$ cat src/rtl/core_dispatch_pkg.sv
// Shared types for the N-wide dispatch stage: decoded instruction record,
// execution-class encoding and a one-hot register mask helper.
package core_dispatch_pkg;

    localparam int DISP_REG_W    = 4;
    localparam int DISP_MAX_REGS = 1 << DISP_REG_W;

    typedef enum logic [1:0] {
        CLS_ALU    = 2'd0,
        CLS_MUL    = 2'd1,
        CLS_LDST   = 2'd2,
        CLS_BRANCH = 2'd3
    } disp_cls_e;

    typedef struct packed {
        logic [DISP_REG_W-1:0] ra;
        logic [DISP_REG_W-1:0] rb;
        logic [DISP_REG_W-1:0] rd;
        logic                  uses_ra;
        logic                  uses_rb;
        logic                  writes_rd;
        disp_cls_e             cls;
    } disp_insn_t;

    // One-hot vector with bit r set when en is high, all-zero otherwise.
    function automatic logic [DISP_MAX_REGS-1:0] reg_mask(
        input logic [DISP_REG_W-1:0] r,
        input logic                  en
    );
        logic [DISP_MAX_REGS-1:0] m;
        m    = '0;
        m[r] = en;
        return m;
    endfunction

endpackage

$ cat src/rtl/core_dispatch_select.sv
// Combinational issue selection: walks the head candidates oldest-first and
// stops at the first one blocked by a scoreboard hazard, an intra-group
// RAW/WAW hazard or an exhausted unit budget.
module core_dispatch_select
    import core_dispatch_pkg::*;
#(
    parameter int WIDTH     = 2,
    parameter int NREGS     = 16,
    parameter int ALU_UNITS = 2
) (
    input  logic       [WIDTH-1:0]             i_cand_valid,
    input  disp_insn_t [WIDTH-1:0]             i_cand,
    input  logic       [NREGS-1:0]             i_busy,
    output logic       [WIDTH-1:0]             o_issue,
    output logic       [NREGS-1:0]             o_set_mask,
    output logic       [$clog2(WIDTH+1)-1:0]   o_num_issued
);

    localparam int NW = $clog2(WIDTH + 1);

    logic [NREGS-1:0] w_need [WIDTH];
    logic [NREGS-1:0] w_wr   [WIDTH];

    // Per-candidate register footprint: every register it reads or writes.
    for (genvar gi = 0; gi < WIDTH; gi++) begin : g_mask
        logic [DISP_MAX_REGS-1:0] w_full_wr;
        logic [DISP_MAX_REGS-1:0] w_full_need;
        assign w_full_wr   = reg_mask(i_cand[gi].rd, i_cand[gi].writes_rd);
        assign w_full_need = reg_mask(i_cand[gi].ra, i_cand[gi].uses_ra)
                           | reg_mask(i_cand[gi].rb, i_cand[gi].uses_rb)
                           | w_full_wr;
        assign w_need[gi]  = w_full_need[NREGS-1:0];
        assign w_wr[gi]    = w_full_wr[NREGS-1:0];
    end

    // In-order selection with running hazard mask and per-class budgets.
    always_comb begin
        logic             w_chain;
        logic             w_budget;
        logic             w_mul_used;
        logic             w_ldst_used;
        logic             w_br_used;
        int               w_alu_cnt;
        int               w_n_iss;
        logic [NREGS-1:0] w_acc;

        o_issue     = '0;
        w_chain     = 1'b1;
        w_budget    = 1'b0;
        w_mul_used  = 1'b0;
        w_ldst_used = 1'b0;
        w_br_used   = 1'b0;
        w_alu_cnt   = 0;
        w_n_iss     = 0;
        w_acc       = '0;

        for (int k = 0; k < WIDTH; k++) begin
            case (i_cand[k].cls)
                CLS_ALU:    w_budget = (w_alu_cnt < ALU_UNITS);
                CLS_MUL:    w_budget = !w_mul_used;
                CLS_LDST:   w_budget = !w_ldst_used;
                CLS_BRANCH: w_budget = !w_br_used;
                default:    w_budget = 1'b0;
            endcase

            if (w_chain && i_cand_valid[k] && w_budget &&
                ((w_need[k] & (i_busy | w_acc)) == '0)) begin
                o_issue[k] = 1'b1;
                w_acc      = w_acc | w_wr[k];
                w_n_iss    = w_n_iss + 1;
                case (i_cand[k].cls)
                    CLS_ALU:    w_alu_cnt   = w_alu_cnt + 1;
                    CLS_MUL:    w_mul_used  = 1'b1;
                    CLS_LDST:   w_ldst_used = 1'b1;
                    CLS_BRANCH: w_br_used   = 1'b1;
                    default:    w_alu_cnt   = w_alu_cnt;
                endcase
            end else begin
                w_chain = 1'b0;
            end
        end

        o_set_mask   = w_acc;
        o_num_issued = NW'(w_n_iss);
    end

endmodule

$ cat src/rtl/core_dispatch_nway.sv
// N-wide in-order dispatch stage: instruction queue, busy-register
// scoreboard and registered issue lanes (lane 0 oldest).
// Optional macro CORE_DISPATCH_WB_FWD_EN: when defined, the hazard check
// sees same-cycle writeback clears so a consumer can issue alongside its
// producer's writeback; otherwise one bubble follows writeback.
module core_dispatch_nway
    import core_dispatch_pkg::*;
#(
    parameter int WIDTH     = 2,
    parameter int QDEPTH    = 8,
    parameter int NREGS     = 16,
    parameter int ALU_UNITS = 2
) (
    input  logic                   i_clk,
    input  logic                   i_rst,
    input  logic       [WIDTH-1:0] i_in_valid,
    input  disp_insn_t [WIDTH-1:0] i_in_insn,
    input  logic                   i_flush,
    input  logic       [NREGS-1:0] i_wb_clr,
    output logic                   o_stall,
    output logic       [WIDTH-1:0] o_iss_valid,
    output disp_insn_t [WIDTH-1:0] o_iss_insn,
    output logic       [NREGS-1:0] o_busy
);

    localparam int QW = $clog2(QDEPTH);
    localparam int CW = QW + 1;
    localparam int NW = $clog2(WIDTH + 1);

    disp_insn_t             r_q [QDEPTH];
    logic       [QW-1:0]    r_head;
    logic       [QW-1:0]    r_tail;
    logic       [CW-1:0]    r_count;
    logic       [NREGS-1:0] r_busy;
    logic       [WIDTH-1:0] r_iss_valid;
    disp_insn_t [WIDTH-1:0] r_iss_insn;

    logic                   w_accept;
    logic       [QW-1:0]    w_enq_off [WIDTH];
    logic       [CW-1:0]    w_enq_cnt;
    logic       [CW-1:0]    w_enq;
    logic       [CW-1:0]    w_deq;
    disp_insn_t [WIDTH-1:0] w_cand;
    logic       [WIDTH-1:0] w_cand_valid;
    logic       [NREGS-1:0] w_busy_chk;
    logic       [WIDTH-1:0] w_issue;
    logic       [NREGS-1:0] w_set_mask;
    logic       [NW-1:0]    w_num_iss;

    // Stall is conservative: it only looks at the pre-dispatch occupancy.
    assign o_stall  = (CW'(QDEPTH) - r_count) < CW'(WIDTH);
    assign w_accept = !o_stall && !i_flush;

    // Compaction offsets: each valid slot lands after the valid slots before it.
    always_comb begin
        int w_cnt;
        w_cnt = 0;
        for (int s = 0; s < WIDTH; s++) begin
            w_enq_off[s] = QW'(w_cnt);
            if (i_in_valid[s]) w_cnt = w_cnt + 1;
        end
        w_enq_cnt = CW'(w_cnt);
    end

    // Head candidates; a flush suppresses all issue this cycle.
    for (genvar gi = 0; gi < WIDTH; gi++) begin : g_cand
        assign w_cand[gi]       = r_q[r_head + QW'(gi)];
        assign w_cand_valid[gi] = !i_flush && (r_count > CW'(gi));
    end

`ifdef CORE_DISPATCH_WB_FWD_EN
    assign w_busy_chk = r_busy & ~i_wb_clr;
`else
    assign w_busy_chk = r_busy;
`endif

    core_dispatch_select #(
        .WIDTH     (WIDTH),
        .NREGS     (NREGS),
        .ALU_UNITS (ALU_UNITS)
    ) u_select (
        .i_cand_valid (w_cand_valid),
        .i_cand       (w_cand),
        .i_busy       (w_busy_chk),
        .o_issue      (w_issue),
        .o_set_mask   (w_set_mask),
        .o_num_issued (w_num_iss)
    );

    assign w_enq = w_accept ? w_enq_cnt : '0;
    assign w_deq = CW'(w_num_iss);

    // Pointers, occupancy, scoreboard and issue-valid lanes.
    always_ff @(posedge i_clk or posedge i_rst) begin
        if (i_rst) begin
            r_head      <= '0;
            r_tail      <= '0;
            r_count     <= '0;
            r_busy      <= '0;
            r_iss_valid <= '0;
        end else begin
            // Set wins over a same-cycle writeback clear.
            r_busy      <= (r_busy & ~i_wb_clr) | w_set_mask;
            r_iss_valid <= w_issue;
            if (i_flush) begin
                r_head  <= r_tail;
                r_count <= '0;
            end else begin
                r_head  <= r_head + QW'(w_num_iss);
                r_tail  <= r_tail + QW'(w_enq);
                r_count <= r_count + w_enq - w_deq;
            end
        end
    end

    // Queue storage writes and issued-instruction payload (no reset needed).
    always_ff @(posedge i_clk) begin
        for (int s = 0; s < WIDTH; s++) begin
            if (w_accept && i_in_valid[s]) begin
                r_q[r_tail + w_enq_off[s]] <= i_in_insn[s];
            end
        end
        r_iss_insn <= w_cand;
    end

    assign o_iss_valid = r_iss_valid;
    assign o_iss_insn  = r_iss_insn;
    assign o_busy      = r_busy;

endmodule
$ cat config.mk
export PLATFORM = sky130hd
export DESIGN_NAME = core_dispatch_nway
export DESIGN_NICKNAME = d
export VERILOG_FILES = /design/src/rtl/core_dispatch_pkg.sv /design/src/rtl/core_dispatch_select.sv /design/src/rtl/core_dispatch_nway.sv
export SDC_FILE = /design/constraint.sdc
export NUM_CORES = 1
export LEC_CHECK = 0
export ABC_AREA = 1
export CAP_MARGIN = 20
export CORE_UTILIZATION = 65
export DETAILED_ROUTE_END_ITERATION = 16
export DONT_BUFFER_PORTS = 1
export GPL_ROUTABILITY_DRIVEN = 0
export HOLD_SLACK_MARGIN = 0.02
export PLACE_DENSITY = 0.77
export SYNTH_ARGS = -nofsm -noshare
export SYNTH_HDL_FRONTEND = slang
export SYNTH_SLANG_ARGS = --single-unit
$ cat constraint.sdc
create_clock -name i_clk -period 4.9 [get_ports i_clk]
set_input_delay 0.98 -clock i_clk [delete_from_list [all_inputs] [get_ports i_clk]]
set_output_delay 0.98 -clock i_clk [all_outputs]
set_load 0.02 [all_outputs]
==> run_results.csv, run 1 <==
group,metric,value,unit
timing,maxSlewViolCount,0,
die,die_area,19500,µm²
global_routing,antenna_found_initial,0,
route,remaining_drc_errors,0,
power,p_per_area,768,nW/µm²
run,drv_cap,0,
timing,fin_crit,4820,ps
clock_tree,root_buffer,"clkbuf_16",
die,fp-row-count,49,
timing,skew,11.4,ps
synth,synthTopCellsByArea,"edfxtp_1 33%, nand2_1 15%, o21ai_0 9.4%",
clock_tree,cts_tree,"done",
setup_path,cp-start-kind,"flop",
final_layout,layout-drive-gt1-share,12.4,%
final_layout,nNetsFinal,1751,
synth,synth_edf_count,136,
synth,async_flop_share,14.1,%
setup_path,worstPathArrival,5190,ps
synth,postSynthAreaPerCell,7.37,µm²
global_routing,grt_first_pass_wirelength,57.4,mm
route,drt-total-wl,38.3,mm
route,ant_nets,0,
power,p_leak,6.31,nW
setup_path,cp_max_fo,29,
clock_tree,clk_latency,450,ps
timing,hold_violations,0,
die,io_pins,108,
global_routing,grt_max_degree,52,
synth,synth_cell_types,45,
final_layout,diodes,0,
power,ir_drop,0.000533,V
route,wire_per_inst,19.9,µm
timing,tightest_slew,703,ps
outcome,status,"finished, final reports clean",
route,drtPass1Iterations,6,
synth,ys_seq_area_share,44.4,%
clock_tree,cts_made_buffers,17,
die,core,18300,µm²
synth,syn_inst,1669,
timing,fmax,207,MHz
clock_tree,htree_num_levels,4,
min_path,hold_class,"in -> async",
clock_tree,clkSinkCount,198,
die,start_util,67.4,%
setup_path,path_class,"reg -> reg",
clock_tree,clk_path_buf_depth,2,
synth,synth.largest_area_cell,"edfxtp_1",
global_routing,grt_usage,38.6,%
synth,synthFlopType,"edfxtp_1",
route,drtIter0Drc,1819,
timing,period_share,98.4,%
route,vias,11900,
synth,netlist_area,12300,µm²
placed_design,dp.final_hpwl,26.3,mm
timing,tns,0,ps
synth,ys_warn_count,0,
synth,yosysTopAreaCellShare,33.2,%
setup_path,worst_setup_path_end_kind,"flop",
final_layout,area_growth,12.4,%
die,dieHeight,140,µm
setup_path,cp.required,5270,ps
clock_tree,cts.clk_slew.worst_paths,70,ps
timing,setup-violations-final,0,
timing,slew_headroom,53.0,%
route,via_per_inst,6.22,
timing,hold-worst-slack,502,ps
synth,synth_seq_cells,198,
placed_design,numPortBuffers,0,
synth,syn_nets,1742,
global_routing,grt_pass1_vias,10600,
die,die_w,140,µm
global_routing,overflow,0,
[worst max-delay path, stage by stage, from the launching register on]
cell,delay (ps)
dfrtp_4,510
buf_12,160
buf_12,130
ha_4,280
inv_1,60
buf_12,170
a21oi_1,120
o21ai_0,90
nand2_1,70
inv_1,40
o21ai_2,320
nand3_1,290
nor2_1,240
a221o_1,130
nand2_1,50
nand2_1,70
nor2_1,40
nand2_1,110
nor2_4,50
and2_4,150
ha_4,170
fa_1,500
inv_2,50
ha_1,290
a21o_1,180
a21oi_2,170
o21ai_0,120
a21oi_1,140
[repair_timing]
action / in CTS / in global routing
gates cloned: 2 / 7
hold endpoints to repair: 0 / 0
hold buffers: 0 / 0
gates resized for setup: 12 / 92
pin swaps: 1 / 12
buffers inserted: 2 / 11
setup endpoints to repair: 1 / 3
[sequential cells by signal, indices dropped and copies added, names as in the netlist]
register and cells:
r_head 3, r_count 4, r_q 136, o_iss_insn 34, r_tail 3, o_busy 16
o_iss_valid 2
[power by group]
| part | internal, W | leakage (nW) | switching [W] | total [W] |
|---|---|---|---|---|
| clock network | 0.000672 | 0.274 | 0.000686 | 0.00136 |
| logic | 0.00217 | 4.14 | 0.00426 | 0.00643 |
| registers | 0.00229 | 1.89 | 0.000548 | 0.00284 |
[routing by layer]
| metal | share of wire (%) | vias to the layer above | track usage (%) |
|---|---|---|---|
| li1 | - | 5474 | - |
| met2 | 43 | 954 | 57.0 |
| met5 | 0 | - | 0 |
| met4 | 4.3 | 0 | 17.4 |
| met1 | 39 | 5354 | 55.1 |
| met3 | 14 | 157 | 7.74 |
[cell usage after synthesis (15+ instances only)]
cell      count
nor2_1      103
o21a_1       17
edfxtp_1    136
nand2_1     501
o21ai_0     231
o21ai_1      17
clkbuf_1     33
a21oi_1      75
buf_6        15
inv_1       223
buf_2        22
dfxtp_1      34
nand3_1     127
dfrtp_1      28
[cell families after synthesis]
logic type | share of synthesized area (%)
compound gates | 16.7
xor+xnor | 0.580
fa+ha+maj | 2.07
buf+inv | 10.7
flops | 44.4
simple gates | 25.5
[metrics by stage]
stage	worst slack [ps]	instances	cell area [µm²]	power, W	utilization, %
final	77.0	1920	13800	0.0106	75.7
after global routing	-91.9	1920	13800	0.0112	75.7
after CTS	0.557	1902	13300	0.00965	72.7
after detailed placement	-2.81	1866	12600	0.00815	69.0
after global placement	133	1866	12600	0.00804	69.0
after floorplan	709	1669	12300	0.00658	-
[cell type report]
cell class	count	area (µm²)
Multi-Input combinational cell	1164	5820
Sequential cell	198	5470
Fill cell	1416	4440
Inverter	227	865
Timing Repair Buffer	70	826
Clock buffer	17	425
Tap cell	229	287
Clock inverter	15	136
[worst paths after layout]
kind | start | to | slack [ps] | depth (start not counted)
setup / recovery | r_head[0] | r_count[3] | 80 | 27
hold / removal | i_rst | r_tail[1] | 500 | 2
setup reg to reg | r_head[0] | r_count[3] | 80 | 27
hold reg to reg | r_count[0] | r_count[0] | 680 | 3
max in group asynchronous | i_rst | r_head[0] | 4090 | 2
min in group i_clk | i_flush | r_count[0] | 600 | 1
[cells in the final DEF (no fill, tap or decap), types with 22 or more instances in the layout]
master     synthesis  routed
a21oi_1           75      74
buf_4              7      46
clkbuf_16          0      23
dfrtp_1           28      27
dfxtp_1           34      34
edfxtp_1         136     136
inv_1            223     221
nand2_1          501     475
nand2_2            2      24
nand3_1          127     122
nor2_1           103      79
nor2_2             5      27
o21ai_0          231     222
o21ai_1           17      22
Power figures use the tool's default switching activity.
==> run 2, diff against run 1 <==
Settings changed: CTS_BUF_LIST from default to sky130_fd_sc_hd__clkbuf_8, SLEW_MARGIN from default to 20.
==> run 2 against run 1 <==
Effect of this change: critical path type unchanged; via count fell by 1.5%; highest routed layer unchanged; global-route usage fell by 0.82 points; flip-flop and latch count did not move; power fell by 4.6%; setup slack improved by 53 ps; non-clock buffer count fell by 4; largest cell class unchanged; sequential share of layout area rose by 0.76 points; critical endpoint unchanged; utilization fell by 1.4 points; die area did not move.
==> run_results.csv, run 2 (synthesis gave the netlist of run 1 again) <==
group,metric,value,unit
outcome,status,"finished, final reports clean",
setup_path,path_class,"reg -> reg",
setup_path,cp-start-kind,"flop",
die,start_util,67.4,%
die,die_w,140,µm
global_routing,grt_max_degree,103,
route,drtIter0Drc,1755,
power,finalPower,0.0101,W
die,die_area,19500,µm²
timing,fmax,210,MHz
setup_path,cp_max_fo,29,
die,io_pins,108,
min_path,hold_class,"in -> async",
die,fp-row-count,49,
setup_path,crit_slowest_cell,"dfrtp_4",
setup_path,max_stage_delay,610,ps
run,drv_cap,0,
clock_tree,clk_path_buf_depth,2,
route,ant_nets,0,
global_routing,grt_usage,37.8,%
route,drt-total-wl,37.2,mm
timing,maxSlewViolCount,0,
setup_path,crit_top_cell,"nand2_1",
timing,skew,15.8,ps
final_layout,final_common_cell,"nand2_1",
clock_tree,clkSinkCount,198,
timing,setup-violations-final,0,
timing,period_share,97.3,%
final_layout,nNetsFinal,1747,
clock_tree,cts.clk_slew.worst_paths,110,ps
placed_design,numPortBuffers,0,
clock_tree,clk_latency,480,ps
route,via_per_inst,6.14,
power,ir_drop,0.000513,V
clock_tree,root_buffer,"clkbuf_8",
power,p_leak,6.18,nW
final_layout,layout_common_cells,"473 x nand2_1, 222 x o21ai_0, 221 x inv_1",
placed_design,dp.final_hpwl,26.3,mm
timing,slew_headroom,58.6,%
setup_path,cp.required,5300,ps
global_routing,grt_first_pass_wirelength,56.4,mm
timing,hold_violations,0,
final_layout,largest_register_ffs,136,
placed_design,place_inst,1866,
clock_tree,htree_num_levels,4,
clock_tree,cts_made_buffers,17,
power,p_per_area,747,nW/µm²
route,vias,11800,
route,remaining_drc_errors,0,
final_layout,layout-drive-gt1-share,12.3,%
final_layout,diodes,0,
global_routing,grt_pass1_vias,10400,
final_layout,area_growth,10.2,%
timing,fin_crit,4770,ps
setup_path,worst_setup_path_end_kind,"flop",
clock_tree,cts_hold_buf,0,
global_routing,overflow,0,
final_layout,fill_cells,1464,
route,drtPass1Iterations,6,
setup_path,cp_top_family,"compound AO/OA/AOI/OAI gates",
timing,tightest_slew,619,ps
setup_path,worstPathArrival,5170,ps
global_routing,antenna_found_initial,0,
final_layout,fin_cells,1916,
setup_path,crit_buf_inv,5,
clock_tree,cts_tree,"done",
route,wire_per_inst,19.4,µm
die,core,18300,µm²
die,dieHeight,140,µm
-- run 2: what timing repair did --
| item | 4_1_cts | 5_1_grt |
|---|---|---|
| resized for setup | 7 | 97 |
| gates cloned | 1 | 6 |
| buffers inserted | 2 | 9 |
| endpoints found under the setup margin | 1 | 3 |
| pin swaps | 1 | 11 |
-- run 2: path summary, 6_finish.rpt --
kind / start / endpoint / slack (ps) / depth (start not counted)
max: r_head[0] / r_count[3] / 130 / 26
min: i_rst / o_busy[15] / 460 / 2
max reg2reg: r_head[0] / r_count[3] / 130 / 26
min reg2reg: r_count[0] / r_count[0] / 690 / 3
max in group asynchronous: i_rst / r_head[0] / 4130 / 2
min in group i_clk: i_flush / r_count[0] / 560 / 1
-- run 2: area by class of cell --
cell class	count	area, µm²	share of cell area, %
Tap cell	229	287	2.11
Clock inverter	15	136	1.01
Multi-Input combinational cell	1164	5830	43.0
Timing Repair Buffer	66	747	5.51
Clock buffer	17	234	1.72
Inverter	227	865	6.37
Sequential cell	198	5470	40.3
-- run 2: where the power goes --
part	internal, W	leakage (nW)	switching [W]
Sequential	0.00229	1.89	0.000566
Combinational	0.00210	4.10	0.00417
Clock	0.000373	0.186	0.000647
-- run 2: metrics by stage --
stage / TNS [ps] / util, % / setup slack (ps) / cell area (µm²) / hold slack, ps
2_1_floorplan: 0 / - / 709 / 12300 / 534
3_3_place_gp: 0 / 69.0 / 133 / 12600 / 659
3_5_place_dp: -2.81 / 69.0 / -2.81 / 12600 / 660
4_1_cts: 0 / 71.3 / 0.890 / 13000 / 463
5_1_grt: -70.0 / 74.3 / -70.0 / 13600 / 467
6_report: 0 / 74.3 / 130 / 13600 / 457
-- run 2: metal layers --
layer,wire length [µm],vias up,GRT usage [%]
li1,-,5465,-
met1,14800,5255,54.6
met2,16100,906,55.9
met3,4880,137,6.81
met4,1460,0,16.4
met5,0,-,0
